### src/rtl/common_pkg.sv
// Shared register map of the apb_uart slave.
// Provides the default addresses used by the APB sequencer.
package common_pkg;
    localparam logic [11:0] ADDR_LCR = 12'h000;
    localparam logic [11:0] ADDR_FCR = 12'h004;
    localparam logic [11:0] ADDR_HCR = 12'h008;
    localparam logic [11:0] ADDR_OCR = 12'h00C;
    localparam logic [11:0] ADDR_TDR = 12'h010;
    localparam logic [11:0] ADDR_FSR = 12'h014;
endpackage

### src/rtl/uart_apb_seq.sv
// APB master that configures an apb_uart (LCR, FCR, HCR, OCR) and then streams bytes into its TX FIFO.
// Build macro UART_SEQ_PREADY_TIMEOUT_EN adds an ACCESS-phase pready timeout of PREADY_TO cycles.
module uart_apb_seq #(
    parameter int                ADDR_W     = 12,
    parameter logic [ADDR_W-1:0] A_LCR      = ADDR_W'(common_pkg::ADDR_LCR),
    parameter logic [ADDR_W-1:0] A_FCR      = ADDR_W'(common_pkg::ADDR_FCR),
    parameter logic [ADDR_W-1:0] A_HCR      = ADDR_W'(common_pkg::ADDR_HCR),
    parameter logic [ADDR_W-1:0] A_OCR      = ADDR_W'(common_pkg::ADDR_OCR),
    parameter logic [ADDR_W-1:0] A_TDR      = ADDR_W'(common_pkg::ADDR_TDR),
    parameter logic [ADDR_W-1:0] A_FSR      = ADDR_W'(common_pkg::ADDR_FSR),
    parameter int                TXFULL_BIT = 0,
    parameter logic [7:0]        START_MASK = 8'h02,
    parameter int                POLL_MAX   = 16
`ifdef UART_SEQ_PREADY_TIMEOUT_EN
    ,
    parameter int                PREADY_TO  = 255
`endif
) (
    input  logic              pclk,
    input  logic              preset,
    input  logic              cfg_start,
    input  logic              cfg_stop,
    input  logic [7:0]        cfg_lcr,
    input  logic [7:0]        cfg_fcr,
    input  logic [7:0]        cfg_hcr,
    input  logic [7:0]        cfg_ocr,
    input  logic [7:0]        tx_data,
    input  logic              tx_valid,
    output logic              tx_ready,
    output logic              busy,
    output logic              done,
    output logic              err,
    output logic              psel,
    output logic              penable,
    output logic              pwrite,
    output logic [ADDR_W-1:0] paddr,
    output logic [3:0]        pstrb,
    output logic [31:0]       pwdata,
    input  logic [31:0]       prdata,
    input  logic              pready,
    input  logic              pslverr
);
    localparam int PW = (POLL_MAX > 1) ? $clog2(POLL_MAX) : 1;
    localparam logic [PW-1:0] POLL_LAST = PW'(POLL_MAX - 1);

    typedef enum logic [2:0] {S_IDLE, S_CFG, S_READY, S_POLL, S_TDR, S_KICK} seq_e;
    typedef enum logic [1:0] {PH_GAP, PH_SETUP, PH_ACCESS} phase_e;

    seq_e          state, state_next;
    phase_e        phase, phase_next;
    logic [1:0]    idx, idx_next;
    logic [PW-1:0] poll_cnt, poll_next;
    logic          err_next, done_next, latch_cfg, latch_byte, xfer_done, abort;
    logic [7:0]    lcr_q, fcr_q, hcr_q, ocr_q, byte_q;
    logic [ADDR_W-1:0] addr_sel;
    logic [7:0]    wbyte;
    logic          is_write;

    // Only the TX-full flag of the status word is consumed.
    logic          prdata_unused;
    assign prdata_unused = ^prdata;

`ifdef UART_SEQ_PREADY_TIMEOUT_EN
    logic [7:0] to_cnt;
    always_ff @(posedge pclk) begin
        if (preset || phase != PH_ACCESS) to_cnt <= '0;
        else                              to_cnt <= to_cnt + 8'd1;
    end
`endif

    always_comb begin
        // NOTE: every next-state signal gets a default first, so no path can infer a latch.
        state_next = state;
        phase_next = phase;
        idx_next   = idx;
        poll_next  = poll_cnt;
        err_next   = err;
        done_next  = 1'b0;
        latch_cfg  = 1'b0;
        latch_byte = 1'b0;
        xfer_done  = (phase == PH_ACCESS) && pready;
        abort      = 1'b0;
`ifdef UART_SEQ_PREADY_TIMEOUT_EN
        abort = (phase == PH_ACCESS) && !pready && (to_cnt == 8'(PREADY_TO - 1));
`endif
        case (state)
            S_IDLE: if (cfg_start) begin
                state_next = S_CFG;
                err_next   = 1'b0;
                latch_cfg  = 1'b1;
                idx_next   = 2'd0;
            end
            S_READY: if (cfg_stop) begin
                state_next = S_IDLE;
                done_next  = 1'b1;
            end else if (tx_valid) begin
                latch_byte = 1'b1;
                poll_next  = '0;
                state_next = S_POLL;
            end
            default: begin
                case (phase)
                    PH_GAP:   phase_next = PH_SETUP;
                    PH_SETUP: phase_next = PH_ACCESS;
                    default: if (xfer_done) begin
                        phase_next = PH_GAP;
                        if (pslverr) begin
                            err_next   = 1'b1;
                            state_next = S_IDLE;
                        end else begin
                            case (state)
                                S_CFG: begin
                                    idx_next = idx + 2'd1;
                                    if (idx == 2'd3) state_next = S_READY;
                                end
                                S_POLL: if (!prdata[TXFULL_BIT]) begin
                                    state_next = S_TDR;
                                end else if (poll_cnt == POLL_LAST) begin
                                    err_next   = 1'b1;
                                    state_next = S_IDLE;
                                end else begin
                                    poll_next = poll_cnt + PW'(1);
                                end
                                S_TDR:   state_next = S_KICK;
                                default: state_next = S_READY;
                            endcase
                        end
                    end else if (abort) begin
                        phase_next = PH_GAP;
                        err_next   = 1'b1;
                        state_next = S_IDLE;
                    end
                endcase
            end
        endcase
    end

    always_ff @(posedge pclk) begin
        if (preset) begin
            state    <= S_IDLE;
            phase    <= PH_GAP;
            idx      <= '0;
            poll_cnt <= '0;
            err      <= 1'b0;
            done     <= 1'b0;
            lcr_q    <= '0;
            fcr_q    <= '0;
            hcr_q    <= '0;
            ocr_q    <= '0;
            byte_q   <= '0;
        end else begin
            state    <= state_next;
            phase    <= phase_next;
            idx      <= idx_next;
            poll_cnt <= poll_next;
            err      <= err_next;
            done     <= done_next;
            if (latch_cfg) begin
                lcr_q <= cfg_lcr;
                fcr_q <= cfg_fcr;
                hcr_q <= cfg_hcr;
                ocr_q <= cfg_ocr;
            end
            if (latch_byte) byte_q <= tx_data;
        end
    end

    // Bus fields come from registered state only, so they hold from SETUP through ACCESS.
    always_comb begin
        addr_sel = '0;
        wbyte    = '0;
        is_write = 1'b1;
        case (state)
            S_CFG: begin
                case (idx)
                    2'd0: begin addr_sel = A_LCR; wbyte = lcr_q; end
                    2'd1: begin addr_sel = A_FCR; wbyte = fcr_q; end
                    2'd2: begin addr_sel = A_HCR; wbyte = hcr_q; end
                    default: begin addr_sel = A_OCR; wbyte = ocr_q; end
                endcase
            end
            S_POLL: begin addr_sel = A_FSR; is_write = 1'b0; end
            S_TDR:  begin addr_sel = A_TDR; wbyte = byte_q; end
            S_KICK: begin addr_sel = A_OCR; wbyte = ocr_q | START_MASK; end
            default: is_write = 1'b0;
        endcase
    end

    assign psel     = (phase != PH_GAP);
    assign penable  = (phase == PH_ACCESS);
    assign paddr    = psel ? addr_sel : '0;
    assign pwrite   = psel && is_write;
    assign pstrb    = pwrite ? 4'h1 : 4'h0;
    assign pwdata   = pwrite ? {24'b0, wbyte} : 32'b0;
    assign busy     = (state != S_IDLE);
    assign tx_ready = (state == S_READY) && !cfg_stop;
endmodule

### config.mk
export PLATFORM = sky130hd
export DESIGN_NAME = uart_apb_seq
export DESIGN_NICKNAME = d
export VERILOG_FILES = /design/src/rtl/common_pkg.sv /design/src/rtl/uart_apb_seq.sv
export SDC_FILE = /design/constraint.sdc
export NUM_CORES = 1
export LEC_CHECK = 0
export ABC_AREA = 1
export CORE_MARGIN = 3
export CORE_UTILIZATION = 43
export CTS_BUF_LIST = sky130_fd_sc_hd__clkbuf_8
export CTS_CLUSTER_SIZE = 25
export DETAILED_ROUTE_END_ITERATION = 6
export HOLD_SLACK_MARGIN = 0.08
export PLACE_DENSITY = 0.81
export RECOVER_POWER = 100
export SETUP_SLACK_MARGIN = 0.4
export SLEW_MARGIN = 20
export SYNTH_ARGS = -nofsm -noshare
export SYNTH_HDL_FRONTEND = slang
export SYNTH_SLANG_ARGS = --single-unit
### constraint.sdc
create_clock -name pclk -period 1.85 [get_ports pclk]
set_clock_uncertainty 0.15 [all_clocks]
set_input_delay 0.37 -clock pclk [delete_from_list [all_inputs] [get_ports pclk]]
set_output_delay 0.37 -clock pclk [all_outputs]
set_load 0.05 [all_outputs]
[Word level (Yosys, flattened, before mapping)]
Cells that the tools add are included.
Word-level totals
  logic and storage cells: 117
  bits of input ports: 79
  register bits after elaboration: 53
Operators by class
  bitwise operators: 3
  eq/ne operators: 23
  multiplexer cells: 50
  reduce and logical (&&, ||, !) cells: 28
  $add $sub $neg: 2
Operator list (number)
  8-bit one-hot mux with 3 select lines: 2
  4-bit 2-to-1 mux: 8
  3-bit 2-to-1 mux: 9
  5-bit one-hot mux with 4 select lines: 1
  3-bit nonzero test: 6
  1-bit 2-to-1 mux: 15
  12-bit 2-to-1 mux: 1
  2-bit 2-to-1 mux: 6
  4-bit one-hot mux with 3 select lines: 1
  6-bit AND reduction: 2
  2-bit nonzero test: 6
  2-bit by 1-bit inequality test with 1-bit output (second input constant): 5
  3-bit one-hot mux with 3 select lines: 1
  9-bit AND reduction: 1
  8-bit 2-to-1 mux: 1
  2-bit one-hot mux with 2 select lines: 2
  4-bit one-hot mux with 2 select lines: 1
  7-bit AND reduction: 1
  2-bit equality test (second input constant): 3
  3-bit by 2-bit equality test with 1-bit output (second input constant): 2
  3-bit equality test (second input constant): 2
  2-bit inequality test (second input constant): 3
  6-bit by 5-bit inequality test with 1-bit output (second input constant): 1
  3-bit one-hot mux with 2 select lines: 1
  other kinds (17): 25

[Longest topological paths before layout]
  depth after elaboration: 8
  mapped depth: 11
  gate-level depth less buffers: 10

[Worst setup path after synthesis]
Ideal clock, no wire load.
  path kind: flip-flop to output port
  start: register state[0]
  end: output port pwdata[1]
  stages on the path, launching flop included: 5
  required time: 1330 ps
  arrival time: 2910 ps
  setup slack: -1580 ps
  path buffers: 0
  path through: dfxtp_1 -> nor2_4 -> nor3_1 -> inv_1 -> a21oi_1
Between the ends
  cells in the longest elaborated chain, start to end: 5
  elaborated cells on any way between the ends: 8
  those cells by class: eq/ne: 3; mux: 3; reduce/logical: 2
RTL lines
  start, declared: line uart_apb_seq.sv:49  | seq_e state, state_next;
  start signal, assigned: line uart_apb_seq.sv:152  | state <= state_next;
  3-bit by 1-bit equality test with 1-bit output or 3-bit equality test (tied branches): line uart_apb_seq.sv:173  | case (state)
  3-bit OR reduction (no line) (*)
  1-bit 2-to-1 mux (*): line uart_apb_seq.sv:173
  1-bit logical AND (*): line uart_apb_seq.sv:192  | assign pwrite = psel && is_write;
  named net pwrite: line uart_apb_seq.sv:35  | output logic pwrite,
  8-bit 2-to-1 mux (*): line uart_apb_seq.sv:194  | assign pwdata = pwrite ? {24'b0, wbyte} : 32'b0;
  end, declared: line uart_apb_seq.sv:38  | output logic [31:0] pwdata,
Mark *: on every way through the listed nets, which the timed path passes. The rest lies on a longest branch.

[Worst setup path in the final report]
  start: register idx[0]
  end: output port pwdata[7]
Between the ends
  cells in the longest elaborated chain, start to end: 4
  elaborated cells on any way between the ends: 6
  those cells by class: eq/ne: 2; mux: 3; reduce/logical: 1
RTL lines
  start, declared: line uart_apb_seq.sv:51  | logic [1:0] idx, idx_next;
  start signal, assigned: line uart_apb_seq.sv:154  | idx <= idx_next;
  2-bit equality test, or another cell as far along: line uart_apb_seq.sv:175  | case (idx)
  8-bit one-hot mux with 3 select lines (*): line uart_apb_seq.sv:175
  8-bit one-hot mux with 3 select lines (*): line uart_apb_seq.sv:173
  8-bit 2-to-1 mux (*): line uart_apb_seq.sv:194
Every way passes the cells marked *; elsewhere a longest branch is shown, timed or not.

==> flow_metrics.env <==
export IMPL_final_nets=647
export IMPL_die_w_um=89.1
export IMPL_setup_slack_ns=-0.573
export IMPL_synth_edf_count=0
export IMPL_fillers=328
export IMPL_postLayoutCoreUtil_pct=83.3
export IMPL_route_detailed_drc=0
export IMPL_antenna_cells=0
export IMPL_cp_arrival_ns=1.90
export IMPL_tritoncts="done"
export IMPL_first_pass_iters=5
export IMPL_dp_hpwl_um=5750
export IMPL_via_per_inst=5.87
export IMPL_dieArea_um2=7940
export IMPL_rsz0062_at_grt="yes"
export IMPL_portBuffers=66
export IMPL_critical_path_class="register to output port"
export IMPL_synthArstFlopShare_pct=0
export IMPL_area_sequential_um2=1080
export IMPL_yosys_warnings=0
export IMPL_ys_ff_latch=53
export IMPL_yosysTopAreaCell="dfxtp_1"
export IMPL_worstSkewPairLatency_ns=0.33
export IMPL_syn_area_per_cell_um2=6.71
export IMPL_start_kind="register"
export IMPL_drv_cap=0
export IMPL_worstSetupEndpointType="output port"
export IMPL_rows=29
export IMPL_synth_area_top_cells="dfxtp_1 (36%), buf_4 (9.6%), nand2_1 (9.5%)"
export IMPL_grt_max_degree=29
export IMPL_min_period_ns=2.42
export IMPL_antenna_found_initial=0
export IMPL_multi_input_area_um2=2410
export IMPL_cts_sinks=53
export IMPL_cts_root_buf="clkbuf_8"
export IMPL_violations="setup timing"
export IMPL_outcome="finished with violations"
export IMPL_power_density_nw_per_um2=1650
export IMPL_htreeDepth=2
export IMPL_fmax_mhz=413
export IMPL_postRouteAntennaNets=0
export IMPL_clk_pin_slew_ns=0.11
export IMPL_ys_flop_type="dfxtp_1"
export IMPL_worstPathRequired_ns=1.33
export IMPL_start_util_pct=45.4
export IMPL_ys_seq_area_share_pct=35.8
export IMPL_gp_congestion=0.861
export IMPL_core_um2=6530
export IMPL_cp_max_fo=4
export IMPL_grt_pass1_vias=3347
export IMPL_overflow=0
export IMPL_ctsHoldBuffers=0
export IMPL_totalWireLength_um=13500
export IMPL_finalCritPeriodShare_pct=131
export IMPL_yosys_cell_types_count=27
export IMPL_setup_viol=37
export IMPL_ys_top_cells_by_count="nand2_1 (75), nor2_1 (63), dfxtp_1 (53), a21oi_1 (52), o21ai_0 (44)"
export IMPL_drive_above_1_share_pct=47.3
export IMPL_cts_buffers=5
export IMPL_synth_top_area_share_pct=35.8
export IMPL_relSlewSlack_pct=60.0
export IMPL_ios=134
export IMPL_slew_violations=0
export IMPL_dieHeight_um=89.1
export IMPL_ir_worst_vdd_v=0.00117
export IMPL_grt_pass1_wl_um=16000
export IMPL_yosysMostFrequentCell="nand2_1"
export IMPL_leakage_uw=0.00215
export IMPL_hp_class="register to register"
export IMPL_grtUsageTotal_pct=26.4
export IMPL_hold_violations=0
export IMPL_vias=3760
export IMPL_fin_setup_tns_ns=-7.56
export IMPL_max_clock_path_buffers=2
export IMPL_area_growth_pct=83.3
export IMPL_synth_area_um2=2970
export IMPL_routedWlPerCell_um=21.1
export IMPL_drt_iter0_drc=352
export IMPL_tightest_slew_ns=0.602
export IMPL_synthCells=442
## critical path: stages, from the launching register on
cell and delay, ns:
dfxtp_4 0.41, inv_4 0.09, ha_4 0.17, inv_2 0.07
o211ai_1 0.36, a21oi_1 0.16, nor2_2 0.15, buf_6 0.17
## state kept, by name, summed over array words and instances (netlist names)
| signal | cells |
|---|---|
| byte_q | 8 |
| done | 1 |
| err | 1 |
| fcr_q | 8 |
| hcr_q | 8 |
| idx | 2 |
| lcr_q | 8 |
| ocr_q | 8 |
| phase | 2 |
| poll_cnt | 4 |
| state | 3 |
## cell type report
| cell class | count | share of cell area, % |
|---|---|---|
| clock buffers | 5 | 1.26 |
| clock inverters | 3 | 0.897 |
| inverters | 45 | 3.77 |
| multi-input cells | 326 | 44.3 |
| flip-flops and latches | 53 | 19.9 |
| well taps | 77 | 1.77 |
| repair buffers | 132 | 28.1 |
## placed cells by master (no fill, tap or decap), drive strengths merged, types with 2 or more instances in the layout
master         synthesis  final
o211ai                 2      2
nor2                  69     69
conb                   1     36
a21oi                 52     52
ha                     5      5
nand3                 28     28
nand4                  2      2
inv                   45     45
clkinvlp               0      2
clkbuf                 8      8
dfxtp                 53     53
nor3                   2      2
buf                   47     82
o21ai                 46     46
nand2                 77     79
clkdlybuf4s50          0     47
## layer usage
layer,vias up,track usage (%),routed length [um]
met5,-,0,0
met3,97,5.53,1100
li1,1596,-,-
met2,300,47.8,6830
met1,1767,28.7,4620
met4,0,13.9,969
## final timing paths
path / startpoint / endpoint / slack, ns / depth (start not counted)
min: ocr_q[7]$_SDFFE_PP0P_ / ocr_q[7]$_SDFFE_PP0P_ / 0.34 / 2
max reg2reg: state[0]$_SDFFE_PP0P_ / poll_cnt[0]$_SDFFE_PP0P_ / -0.21 / 12
min reg2reg: ocr_q[7]$_SDFFE_PP0P_ / ocr_q[7]$_SDFFE_PP0P_ / 0.34 / 2
max: idx[0]$_SDFFE_PP0P_ / pwdata[7] / -0.57 / 7
## timing repair
action | in CTS | in global routing
buffers inserted | 15 | 9
resized for setup | 163 | 144
pin swaps | 39 | 35
gates cloned | 7 | 3
setup endpoints to repair | 67 | 70
## logic make-up after synthesis
group	count (synthesis)	synth area share, %
fa+ha+maj	5	2.11
buf+inv	100	18.3
other cells	1	0.126
xor+xnor	1	0.295
compound gates	103	18.0
flops	53	35.8
simple gates	179	25.5
## metrics by stage
stage | setup WS [ns] | instance area (um2) | instances | hold slack (ns) | total power, uW
6_report | -0.573 | 5440 | 641 | 0.337 | 8950
5_1_grt | -0.600 | 5440 | 641 | 0.344 | 9230
4_1_cts | -0.311 | 4740 | 629 | 0.307 | 7290
3_5_place_dp | -0.227 | 3860 | 599 | 0.292 | 4650
3_3_place_gp | -0.190 | 3860 | 599 | 0.283 | 4570
2_1_floorplan | -0.328 | 3160 | 477 | 0.274 | 3650
## report_power, final
| group | internal [uW] | switching (uW) |
|---|---|---|
| Sequential | 1440 | 268 |
| Clock | 414 | 461 |
| Combinational | 2770 | 3600 |
| Total | 4630 | 4330 |
No activity file was read; power rests on OpenSTA's default activity.
